[config.mk]
export PLATFORM = sky130hd
export DESIGN_NAME = stream_zip_add
export DESIGN_NICKNAME = d
export VERILOG_FILES = /design/src/rtl/stream_zip_pkg.sv /design/src/rtl/stream_zip_out_slot.sv /design/src/rtl/stream_zip_add.sv
export SDC_FILE = /design/constraint.sdc
export NUM_CORES = 1
export LEC_CHECK = 0
export BUFFER_PORTS_ARGS = -buffer_cell sky130_fd_sc_hd__buf_2
export CORE_ASPECT_RATIO = 1.25
export CORE_MARGIN = 3
export CORE_UTILIZATION = 30
export DETAILED_ROUTE_END_ITERATION = 10
export PLACE_DENSITY = 0.63
export SLEW_MARGIN = 15
export SYNTH_ARGS = -nofsm -noshare
export SYNTH_HDL_FRONTEND = slang
export SYNTH_HIERARCHICAL = 1
export SYNTH_SLANG_ARGS = --single-unit
export TNS_END_PERCENT = 50
[constraint.sdc]
create_clock -name ap_clk -period 3.1 [get_ports ap_clk]
set_input_delay 0.31 -clock ap_clk [delete_from_list [all_inputs] [get_ports ap_clk]]
set_output_delay 0.31 -clock ap_clk [all_outputs]
set_load 0.1 [all_outputs]
[src/rtl/stream_zip_pkg.sv]
// Shared state type, token helpers and the sum-reduction function for stream_zip_add.
// Defining STREAM_ZIP_SATURATE_EN makes reduce_sum saturate instead of wrapping.
package stream_zip_pkg;

    localparam int N_DEF = 2;
    localparam int W_DEF = 32;
    localparam int SUM_W = W_DEF + $clog2(N_DEF);

    // The helpers take operands zero-extended to these bounds so one body serves every N/W.
    localparam int MAX_W     = 64;
    localparam int MAX_TOK_W = MAX_W + 1;
    localparam int MAX_SUM_W = MAX_W + 3;
    localparam int IDX_W     = 7;

    typedef enum logic [1:0] {
        IDLE = 2'd0,
        RUN  = 2'd1,
        DONE = 2'd2
    } state_e;

    function automatic logic token_eot(input logic [MAX_TOK_W-1:0] tok,
                                       input logic [IDX_W-1:0]     w);
        return tok[w];
    endfunction

    function automatic logic [MAX_W-1:0] reduce_sum(input logic [MAX_SUM_W-1:0] sum,
                                                    input logic [IDX_W-1:0]     w);
        logic [MAX_W-1:0] res;
`ifdef STREAM_ZIP_SATURATE_EN
        logic ovf;
        ovf = 1'b0;
        for (int i = 0; i < MAX_SUM_W; i++) begin
            if (i >= int'(w) && sum[i]) begin
                ovf = 1'b1;
            end
        end
`endif
        res = '0;
        for (int i = 0; i < MAX_W; i++) begin
            if (i < int'(w)) begin
`ifdef STREAM_ZIP_SATURATE_EN
                res[i] = sum[i] | ovf;
`else
                res[i] = sum[i];
`endif
            end
        end
        return res;
    endfunction

endpackage

[src/rtl/stream_zip_out_slot.sv]
// Single-entry output register for a FIFO-style write port: holds one token,
// pushes it when the consumer has space, and accepts a new token in the same cycle.
module stream_zip_out_slot
    import stream_zip_pkg::*;
#(
    parameter int TOK_W = 33
) (
    input  logic             clk,
    input  logic             srst,
    input  logic             load,
    input  logic [TOK_W-1:0] load_tok,
    input  logic             full_n,
    output logic             can_load,
    output logic             write,
    output logic [TOK_W-1:0] dout
);

    logic             valid_q, valid_d;
    logic [TOK_W-1:0] tok_q, tok_d;

    assign write    = valid_q & full_n;
    assign can_load = ~valid_q | full_n;
    assign dout     = tok_q;

    // The token register is cleared on every drain so an empty slot always presents zero.
    always_comb begin
        valid_d = valid_q;
        tok_d   = tok_q;
        if (write) begin
            valid_d = 1'b0;
            tok_d   = '0;
        end
        if (load) begin
            valid_d = 1'b1;
            tok_d   = load_tok;
        end
    end

    always_ff @(posedge clk) begin
        if (srst) begin
            valid_q <= 1'b0;
            tok_q   <= '0;
        end else begin
            valid_q <= valid_d;
            tok_q   <= tok_d;
        end
    end

endmodule

[src/rtl/stream_zip_add.sv]
// N-channel lock-step stream adder with ap_ctrl_hs control and close-token alignment check.
// Build option: STREAM_ZIP_SATURATE_EN (saturating sums, see stream_zip_pkg).
module stream_zip_add
    import stream_zip_pkg::*;
#(
    parameter int N = 2,
    parameter int W = 32
) (
    input  logic                 ap_clk,
    input  logic                 ap_rst,
    input  logic                 ap_start,
    output logic                 ap_done,
    output logic                 ap_idle,
    output logic                 ap_ready,
    input  logic [N*(W+1)-1:0]   in_s_dout,
    input  logic [N-1:0]         in_s_empty_n,
    output logic [N-1:0]         in_s_read,
    output logic [W:0]           out_s_din,
    input  logic                 out_s_full_n,
    output logic                 out_s_write,
    output logic                 err_mismatch
);

    localparam int TOK_W = W + 1;
    localparam int ACC_W = W + $clog2(N);

    logic [W:0]       chan_tok  [N];
    logic [W-1:0]     chan_data [N];
    logic [N-1:0]     chan_eot;

    logic [ACC_W-1:0] sum_full;
    logic [W-1:0]     sum_data;

    state_e           state_q, state_d;
    logic             err_q, err_d;
    logic             eot_pend_q, eot_pend_d;
    logic [31:0]      elem_count_q, elem_count_d;
    logic             fire;

    logic             slot_load, slot_can_load, slot_write;
    logic [W:0]       slot_tok, slot_dout;

    generate
        for (genvar gi = 0; gi < N; gi++) begin : g_chan
            assign chan_tok[gi]  = in_s_dout[gi*TOK_W +: TOK_W];
            assign chan_data[gi] = chan_tok[gi][W-1:0];
            assign chan_eot[gi]  = token_eot(MAX_TOK_W'(chan_tok[gi]), IDX_W'(W));
        end
    endgenerate

    always_comb begin
        sum_full = '0;
        for (int k = 0; k < N; k++) begin
            sum_full = sum_full + ACC_W'(chan_data[k]);
        end
    end

    assign sum_data = W'(reduce_sum(MAX_SUM_W'(sum_full), IDX_W'(W)));

    always_comb begin
        state_d      = state_q;
        err_d        = err_q;
        eot_pend_d   = eot_pend_q;
        elem_count_d = elem_count_q;
        in_s_read    = '0;
        slot_load    = 1'b0;
        slot_tok     = '0;
        // Once the close token is queued nothing more is popped: the next transfer's tokens may already be waiting.
        fire = (state_q == RUN) && !eot_pend_q && (&in_s_empty_n) && slot_can_load;

        case (state_q)
            IDLE: begin
                if (ap_start) begin
                    state_d      = RUN;
                    err_d        = 1'b0;
                    eot_pend_d   = 1'b0;
                    elem_count_d = '0;
                end
            end
            RUN: begin
                if (fire) begin
                    if (chan_eot == '0) begin
                        in_s_read    = '1;
                        slot_load    = 1'b1;
                        slot_tok     = {1'b0, sum_data};
                        elem_count_d = elem_count_q + 32'd1;
                    end else if (&chan_eot) begin
                        in_s_read  = '1;
                        slot_load  = 1'b1;
                        slot_tok   = {1'b1, {W{1'b0}}};
                        eot_pend_d = 1'b1;
                    end else begin
                        // Drain the short-of-close channels; closed ones wait for the rest to catch up.
                        in_s_read = ~chan_eot;
                        err_d     = 1'b1;
                    end
                end
                if (slot_write && slot_dout[W]) begin
                    state_d = DONE;
                end
            end
            DONE: begin
                if (ap_start) begin
                    state_d      = RUN;
                    err_d        = 1'b0;
                    eot_pend_d   = 1'b0;
                    elem_count_d = '0;
                end else begin
                    state_d = IDLE;
                end
            end
            default: state_d = IDLE;
        endcase
    end

    always_ff @(posedge ap_clk) begin
        if (ap_rst) begin
            state_q      <= IDLE;
            err_q        <= 1'b0;
            eot_pend_q   <= 1'b0;
            elem_count_q <= '0;
        end else begin
            state_q      <= state_d;
            err_q        <= err_d;
            eot_pend_q   <= eot_pend_d;
            elem_count_q <= elem_count_d;
        end
    end

    stream_zip_out_slot #(
        .TOK_W(TOK_W)
    ) u_out_slot (
        .clk      (ap_clk),
        .srst     (ap_rst),
        .load     (slot_load),
        .load_tok (slot_tok),
        .full_n   (out_s_full_n),
        .can_load (slot_can_load),
        .write    (slot_write),
        .dout     (slot_dout)
    );

    assign out_s_write  = slot_write;
    assign out_s_din    = slot_dout;
    assign err_mismatch = err_q;
    assign ap_idle      = (state_q == IDLE);
    assign ap_done      = (state_q == DONE);
    assign ap_ready     = (state_q == DONE);

endmodule

After elaboration in Yosys (flattened, before gate mapping)

Cells that the tools add are included.

Multipliers: 0
Shifts and indexed selects: 0
$add $sub $neg: 1
$lt $le $gt $ge: 0
Bitwise gates (word level): 4
Equal/unequal tests: 9
Reduce and logical (&&, ||, !) cells: 15
Divide/modulo/power cells: 0
Mux-type cells: 29

Operators by type and width:

| operator           | count |
|---|---|
| $mux 33            | 6 |
| $add 32x32->32     | 1 |
| $mux 1             | 14 |
| $mux 2             | 6 |
| $reduce_and 5->1   | 2 |
| $ne 2x2->1 const B | 4 |
| $ne 2x1->1 const B | 3 |
| $pmux 2 s3         | 1 |
| $reduce_and 2->1   | 3 |
| $logic_and 1x1->1  | 4 |
| $logic_not 2->1    | 2 |
| $pmux 1 s2         | 2 |
| $reduce_bool 2->1  | 2 |
| $eq 2x1->1 const B | 1 |
| $eq 2x2->1 const B | 1 |
| $not 2->2          | 1 |
| $reduce_or 2->1    | 1 |
| $and 1x1->1        | 1 |
| $logic_not 1->1    | 1 |
| $not 1->1          | 1 |
| $or 1x1->1         | 1 |

Latch bits: 0
Register bits: 38
Output and inout bits: 40
Logic and storage cells: 63
RAM bits: 0
Bits in read-only memories: 0
Memories: 0

Logic depth before layout (Yosys ltp)

Gate-level depths: netlist of the first run.

Word-level depth: 7
Gate-level depth with buffers: 14

Hierarchy

Netlist of the first run, hierarchy kept.

By module, submodules not included:

| module              | cells an instance | times used | area an instance (µm²) |
|---|---|---|---|
| stream_zip_add      | 304               | 1          | 2020.7 |
| stream_zip_out_slot | 152               | 1          | 1584.0 |

Worst setup path after synthesis of the first run

OpenSTA, ideal clock, no wires.

Path kind: register to output
Start point: register state_q[0]
End point: output ap_ready
Cell stages (with the launch flop): 3
Arrival: 2.208 ns
Path buffers: 1
Data required time: 2.790 ns
Setup slack: 0.582 ns
Cell sequence: dfxtp_1 nor2b_1 buf_4

Cells in the longest elaborated chain, start to end: 1

RTL lines:

| what                   | line                  | text |
|---|---|---|
| start, declared        | stream_zip_add.sv:34  | `state_e state_q, state_d;` |
| start signal, assigned | stream_zip_add.sv:123 | `state_q <= state_d;` |
| $eq 2x2->1             | -                     |  |
| end, declared          | stream_zip_add.sv:14  | `output logic ap_ready,` |

Every way passes these cells.

Final worst setup path of the first run

Start point: input in_s_dout[0]
End point: register u_out_slot.tok_q[30] (netlist: u_out_slot/dout[30])

Cells in the longest elaborated chain, start to end: 5

RTL lines:

| what                 | line                      | text |
|---|---|---|
| start, declared      | stream_zip_add.sv:15      | `input logic [N*(W+1)-1:0] in_s_dout,` |
| $add 32x32->32       | stream_zip_add.sv:54      | `sum_full = sum_full + ACC_W'(chan_data[k]);` |
| $mux 33              | stream_zip_add.sv:82      | `if (chan_eot == '0) begin` |
| $mux 33              | stream_zip_add.sv:81      | `if (fire) begin` |
| $mux 33              | stream_zip_add.sv:71      | `case (state_q)` |
| via slot_tok[30]     | stream_zip_add.sv:41      | `logic [W:0] slot_tok, slot_dout;` |
| $mux 33              | stream_zip_out_slot.sv:33 | `if (load) begin` |
| end signal, assigned | stream_zip_out_slot.sv:45 | `tok_q <= tok_d;` |
| end, declared        | stream_zip_out_slot.sv:19 | `logic [TOK_W-1:0] tok_q, tok_d;` |

The timed path passes the listed nets, and every way through them passes these cells.
A chain may end at the register's enable or synchronous reset.

==> flow_summary.toml, run 1 <==
[routing]
ant_nets = 0
wl_met1_mm = 4.206
vias = 3507
dr_wl_met2_mm = 5.174
drt_first_pass_iters = 4
wl_mm = 9.841
routedWlPerCell_microns = 13.65
drt-initial-drc-count = 121
via_per_inst = 4.864
drc = 0
dr_wl_met3_microns = 362
top_layer = "met4"

[critical_path]
critPathTopFamily = "compound AO/OA/AOI/OAI gates"
cpPeakStageDelay_ns = 0.38
path_cells = "buf_2 -> ha_1 -> inv_1 -> fa_1 -> nor2b_1 -> o31a_1 -> o21ai_0 -> a21boi_1 -> a21oi_1 -> o31a_1 -> a31oi_1 -> xnor2_1 -> nor2_1 -> nand2_1 -> a21oi_1"
crit_required_ns = 3.22
start_kind = "input pin"
slowest_stage = "fa_1"
path_class = "input pin to flop"
cp_num_buf_inv = 2
r2r_slack_ns = 1.14
crit_fanout = 3
cp-end-kind = "flop"
arrival_ns = 2.81

[sta]
finalSetupViolCount = 0
rsz0062_at_grt = "no"
tns_ns = 0
slew_headroom = 0.3442
tightestPinTransition_ns = 0.9838
max_freq_ghz = 0.3713
period_share = 0.8688
finalHoldViolCount = 0
post-route-min-period_ns = 2.693
skew_ns = 0.004919
report.final.slew_viol_count = 0

[final_layout]
drive_gt1_frac = 0.3446
mostFrequentLayoutCell = "buf_2"
final_cell_mix = "buf_2 (111), nand2_1 (62), nor2_1 (47)"
fillers = 1276
final_util = 0.3782
nets = 668
antennaDiodeCount = 0
syn2layout_area_growth_pct = 22.46

[cts]
clkTransAtPathRegs_ns = 0.06
cts_tree = "yes"
h-tree-depth = 2
clock-sinks = 38
clockBufferDepth = 2
cts_hold_buf = 0
cts-root-buf = "clkbuf_16"
cts_buffers = 5
cts_setup_buffers = 0
post_cts_resized = 0
clkLatencyLatePin_ns = 0.28

[die]
die-area_sq_mm = 0.01338
io_pins = 112
die_y_microns = 128.6
fp.dieW_microns = 104.0
rows = 44
core-area_sq_mm = 0.01167
start_util = 0.3089

[synthesis]
synthFlopType = "dfxtp_1"
synthTopCellsByArea = "dfxtp_1 (21%), ha_1 (12%), nand3_2 (8.1%)"
synth-edff-count = 0
synthArstFlopShare = 0
avgSynthCellArea_sq_um = 7.905
ys_seq_area_frac = 0.2110
syn-cell-area_sq_mm = 0.003605
synth_largest_area_cell = "dfxtp_1"
yosys_warnings = 6
synthesis.instances = 456
synth_top_area_frac = 0.2110
ys_ff_latch = 38
syn_nets = 565
synth_cell_types = 51

[placement]
io_buffers = 111
globalplace.congestion = 0.8746
dp_hpwl_mm = 8.114

[flow_run]
cap_viol_max_count = 0

[power]
leakagePower_uw = 0.001885
peakVddDrop_mv = 0.1907
power.density_mw_per_mm2 = 376.5
total_power_uw = 1662

[global_routing]
grt_pass1_vias = 3389
grt_max_degree = 39
grt_antenna_before_repair = 0
grt_first_pass_wirelength_mm = 15.93
grt_overflow = 0
grt_use_total = 0.1436

[status]
status = "finished, final reports clean"

[min_path]
min_path_type = "input pin to flop"
==> flip-flops by register name, summed over array words and instances (netlist names) <==
signal and flops:
eot_pend_q 1, u_out_slot/dout 33, state_q 2, u_out_slot/valid_q 1, err_mismatch 1
==> stage by stage <==
stage	cells	hold slack, ns	instance area, sq um	worst slack, ns
after global placement	713	0.4572	4215	0.2316
after global routing	721	0.4179	4414	0.1639
after CTS	721	0.3636	4414	0.4208
after detailed placement	713	0.4637	4215	0.1296
after floorplan	456	0.3824	3605	0.5821
final	721	0.3710	4414	0.4067
==> kinds of logic (layout without fill, tap and decap cells) <==
kind of cell / Yosys count / count (layout) / synth area share
xor+xnor: 27 / 27 / 0.06560
compound gates: 128 / 128 / 0.2409
fa+ha+maj: 37 / 37 / 0.1305
simple gates: 192 / 192 / 0.2825
buf+inv: 34 / 138 / 0.06942
flops: 38 / 38 / 0.2110
==> per-layer routing <==
layer	GRT usage	vias to the layer above
li1	-	1816
met1	0.1644	1605
met2	0.2763	82
met3	0.01856	4
met4	0.04538	0
met5	0	-
==> worst min-delay path, stage by stage <==
cell and delay [ns]:
buf_2 0.09, nand2b_1 0.13, a21oi_1 0.07
==> layout make-up <==
| type | count | area, sq um | area share |
|---|---|---|---|
| Tap cell | 161 | 201.4 | 0.04563 |
| Inverter | 13 | 56.30 | 0.01276 |
| Clock inverter | 2 | 60.06 | 0.01361 |
| Sequential cell | 38 | 760.7 | 0.1723 |
| Multi-Input combinational cell | 384 | 2596 | 0.5882 |
| Clock buffer | 6 | 138.9 | 0.03146 |
| Timing Repair Buffer | 117 | 600.6 | 0.1361 |
==> power by group <==
| part | leakage [uW] | internal, uW | total (uW) | switching (uW) |
|---|---|---|---|---|
| logic | 0.00148 | 201 | 490 | 289 |
| clock network | 0.0000971 | 483 | 676 | 194 |
| registers | 0.000307 | 492 | 495 | 3.14 |
==> Yosys cell counts (5+ instances only) <==
| master | count |
|---|---|
| a21o_1 | 9 |
| nand3_2 | 29 |
| dfxtp_1 | 38 |
| ha_1 | 36 |
| nand4_1 | 7 |
| nand2_1 | 62 |
| xor2_1 | 13 |
| nor3_1 | 11 |
| a21oi_2 | 29 |
| inv_1 | 12 |
| a31oi_1 | 6 |
| clkbuf_1 | 5 |
| nand2b_1 | 5 |
| buf_6 | 5 |
| nor2b_1 | 6 |
| a21oi_1 | 38 |
| nand3_1 | 11 |
| xnor2_1 | 14 |
| o21ai_0 | 19 |
| a211oi_1 | 5 |
| nor2_1 | 48 |
==> final timing paths <==
kind / cells past startpoint / from / to
max reg2reg: 8 / u_out_slot/valid_q / u_out_slot/dout[25]
min: 3 / out_s_full_n / u_out_slot/valid_q
min reg2reg: 2 / u_out_slot/dout[3] / u_out_slot/dout[3]
max: 15 / in_s_dout[0] / u_out_slot/dout[30]
Note: power is estimated with default switching activity, not from simulation.
==> inputs of run 2 (changes only) <==
- CELL_PAD_IN_SITES_DETAIL_PLACEMENT: default -> 0
- CELL_PAD_IN_SITES_GLOBAL_PLACEMENT: default -> 1
- PLACE_DENSITY: 0.63 -> 0.78
==> run 2 against run 1 <==
Effect of this change: non-clock buffer count is 1 lower; sequential power hardly changed; routed wire length about the same; largest power group unchanged; design area decreased by 1.0%.
==> flow_summary.toml, run 2 (synthesis results as in run 1) <==
[routing]
drt_first_pass_iters = 4
ant_nets = 0
via_per_inst = 4.896
routedWlPerCell_microns = 13.66
drt-initial-drc-count = 107
vias = 3525
wl_mm = 9.834
drc = 0

[power]
power.density_mw_per_mm2 = 342.6
leakagePower_uw = 0.001860
switching_power_uw = 485.2
seqPwrFrac = 0.331
p_sw_frac = 0.3242
peakVddDrop_mv = 0.1897
comb_power_share = 0.330
p_int_uw = 1011
clkPwrFrac = 0.339

[critical_path]
path_class = "input pin to flop"
start_kind = "input pin"
crit_fanout = 3
cp-end-kind = "flop"
crit_required_ns = 3.21
arrival_ns = 2.77

[sta]
fin_ws_ns = 0.4430
max_freq_ghz = 0.3764
report.final.slew_viol_count = 0
skew_ns = 0.001631
post-route-min-period_ns = 2.657
tns_ns = 0
period_share = 0.8571
slew_headroom = 0.3284
rsz0062_at_grt = "no"
tightestPinTransition_ns = 1.007
finalSetupViolCount = 0
finalHoldViolCount = 0

[final_layout]
largest_reg_flops = 33
drive_gt1_frac = 0.3417
final_cell_mix = "buf_2 (111), nand2_1 (62), nor2_1 (47)"
mostFrequentLayoutCell = "buf_2"
syn2layout_area_growth_pct = 21.17
final_util = 0.3743
nets = 667
antennaDiodeCount = 0

[cts]
clock-sinks = 38
clkTransAtPathRegs_ns = 0.05
cts_buffers = 5
cts-root-buf = "clkbuf_16"
cts_hold_buf = 0
clkLatencyLatePin_ns = 0.28
post_cts_resized = 0
clockBufferDepth = 2
cts_setup_buffers = 0
h-tree-depth = 2
cts_tree = "yes"

[flow_run]
cap_viol_max_count = 0

[die]
rows = 44
die_y_microns = 128.6
core-area_sq_mm = 0.01167
die-area_sq_mm = 0.01338
start_util = 0.3089
fp.dieW_microns = 104.0
io_pins = 112

[global_routing]
grt_use_total = 0.1450
grt_max_degree = 39
grt_pass1_vias = 3454
grt_overflow = 0
grt_antenna_before_repair = 0
grt_first_pass_wirelength_mm = 16.44

[min_path]
min_path_type = "input pin to flop"

[placement]
dp_hpwl_mm = 7.990
globalplace.congestion = 0.8589
io_buffers = 111
dp_slack_ns = 0.1470

[status]
status = "finished, final reports clean"
run 2: changes by cell type in the layout (fill, tap and decap cells not counted):
cell / change
buf_12: +1
clkinv_2: +1
clkbuf_1: +1
buf_4: -2
bufinv_16: -2
run 2: layout make-up:
class	instances	area, sq um
clock buffers	7	142.6
clock inverters	1	5.005
fillers	1276	7303
inverters	13	56.30
multi-input cells	384	2596
flip-flops and latches	38	760.7
well taps	161	201.4
repair buffers	116	605.6
run 2: layer usage:
metal / share of wire / GRT usage / vias up
met2: 0.50 / 0.2664 / 85
met4: 0.010 / 0.02660 / 0
li1: - / - / 1817
met1: 0.45 / 0.1808 / 1614
met5: 0 / 0 / -
met3: 0.040 / 0.02358 / 9
run 2: per-stage QoR:
stage               hold WS, ns  std cells  power (uW)  instance area, sq um
floorplan                0.3824        456       864.8                  3605
global placement         0.4598        712       996.5                  4220
detailed placement       0.4618        712       998.9                  4220
CTS                      0.3709        720        1513                  4368
global route             0.3868        720        1596                  4368
finish                   0.3704        720        1497                  4368
run 2: path summary, 6_finish.rpt:
path,start,end,slack [ns],cells past startpoint
worst min register to register,u_out_slot/dout[21],u_out_slot/dout[21],0.47,2
worst min-delay path,out_s_full_n,u_out_slot/valid_q,0.37,3
worst max register to register,state_q[0],u_out_slot/dout[28],1.00,7
worst max-delay path,in_s_dout[0],u_out_slot/dout[30],0.44,15
run 2: worst max-delay path: stages:
cell      delay, ns
buf_2          0.08
ha_1           0.15
inv_1          0.05
fa_1           0.37
nor2b_1        0.20
o31a_1         0.20
o21ai_0        0.12
a21boi_1       0.26
a21oi_1        0.18
o31a_1         0.31
a31oi_1        0.22
xnor2_1        0.14
nor2_1         0.05
nand2_1        0.06
a21oi_1        0.06
run 2: power groups by stage:
stage	registers, uW	logic [uW]	clock network (uW)
global placement	505	491	0
CTS	495	496	522
detailed placement	506	493	0
global route	495	554	547
floorplan	514	351	0
finish	495	494	507
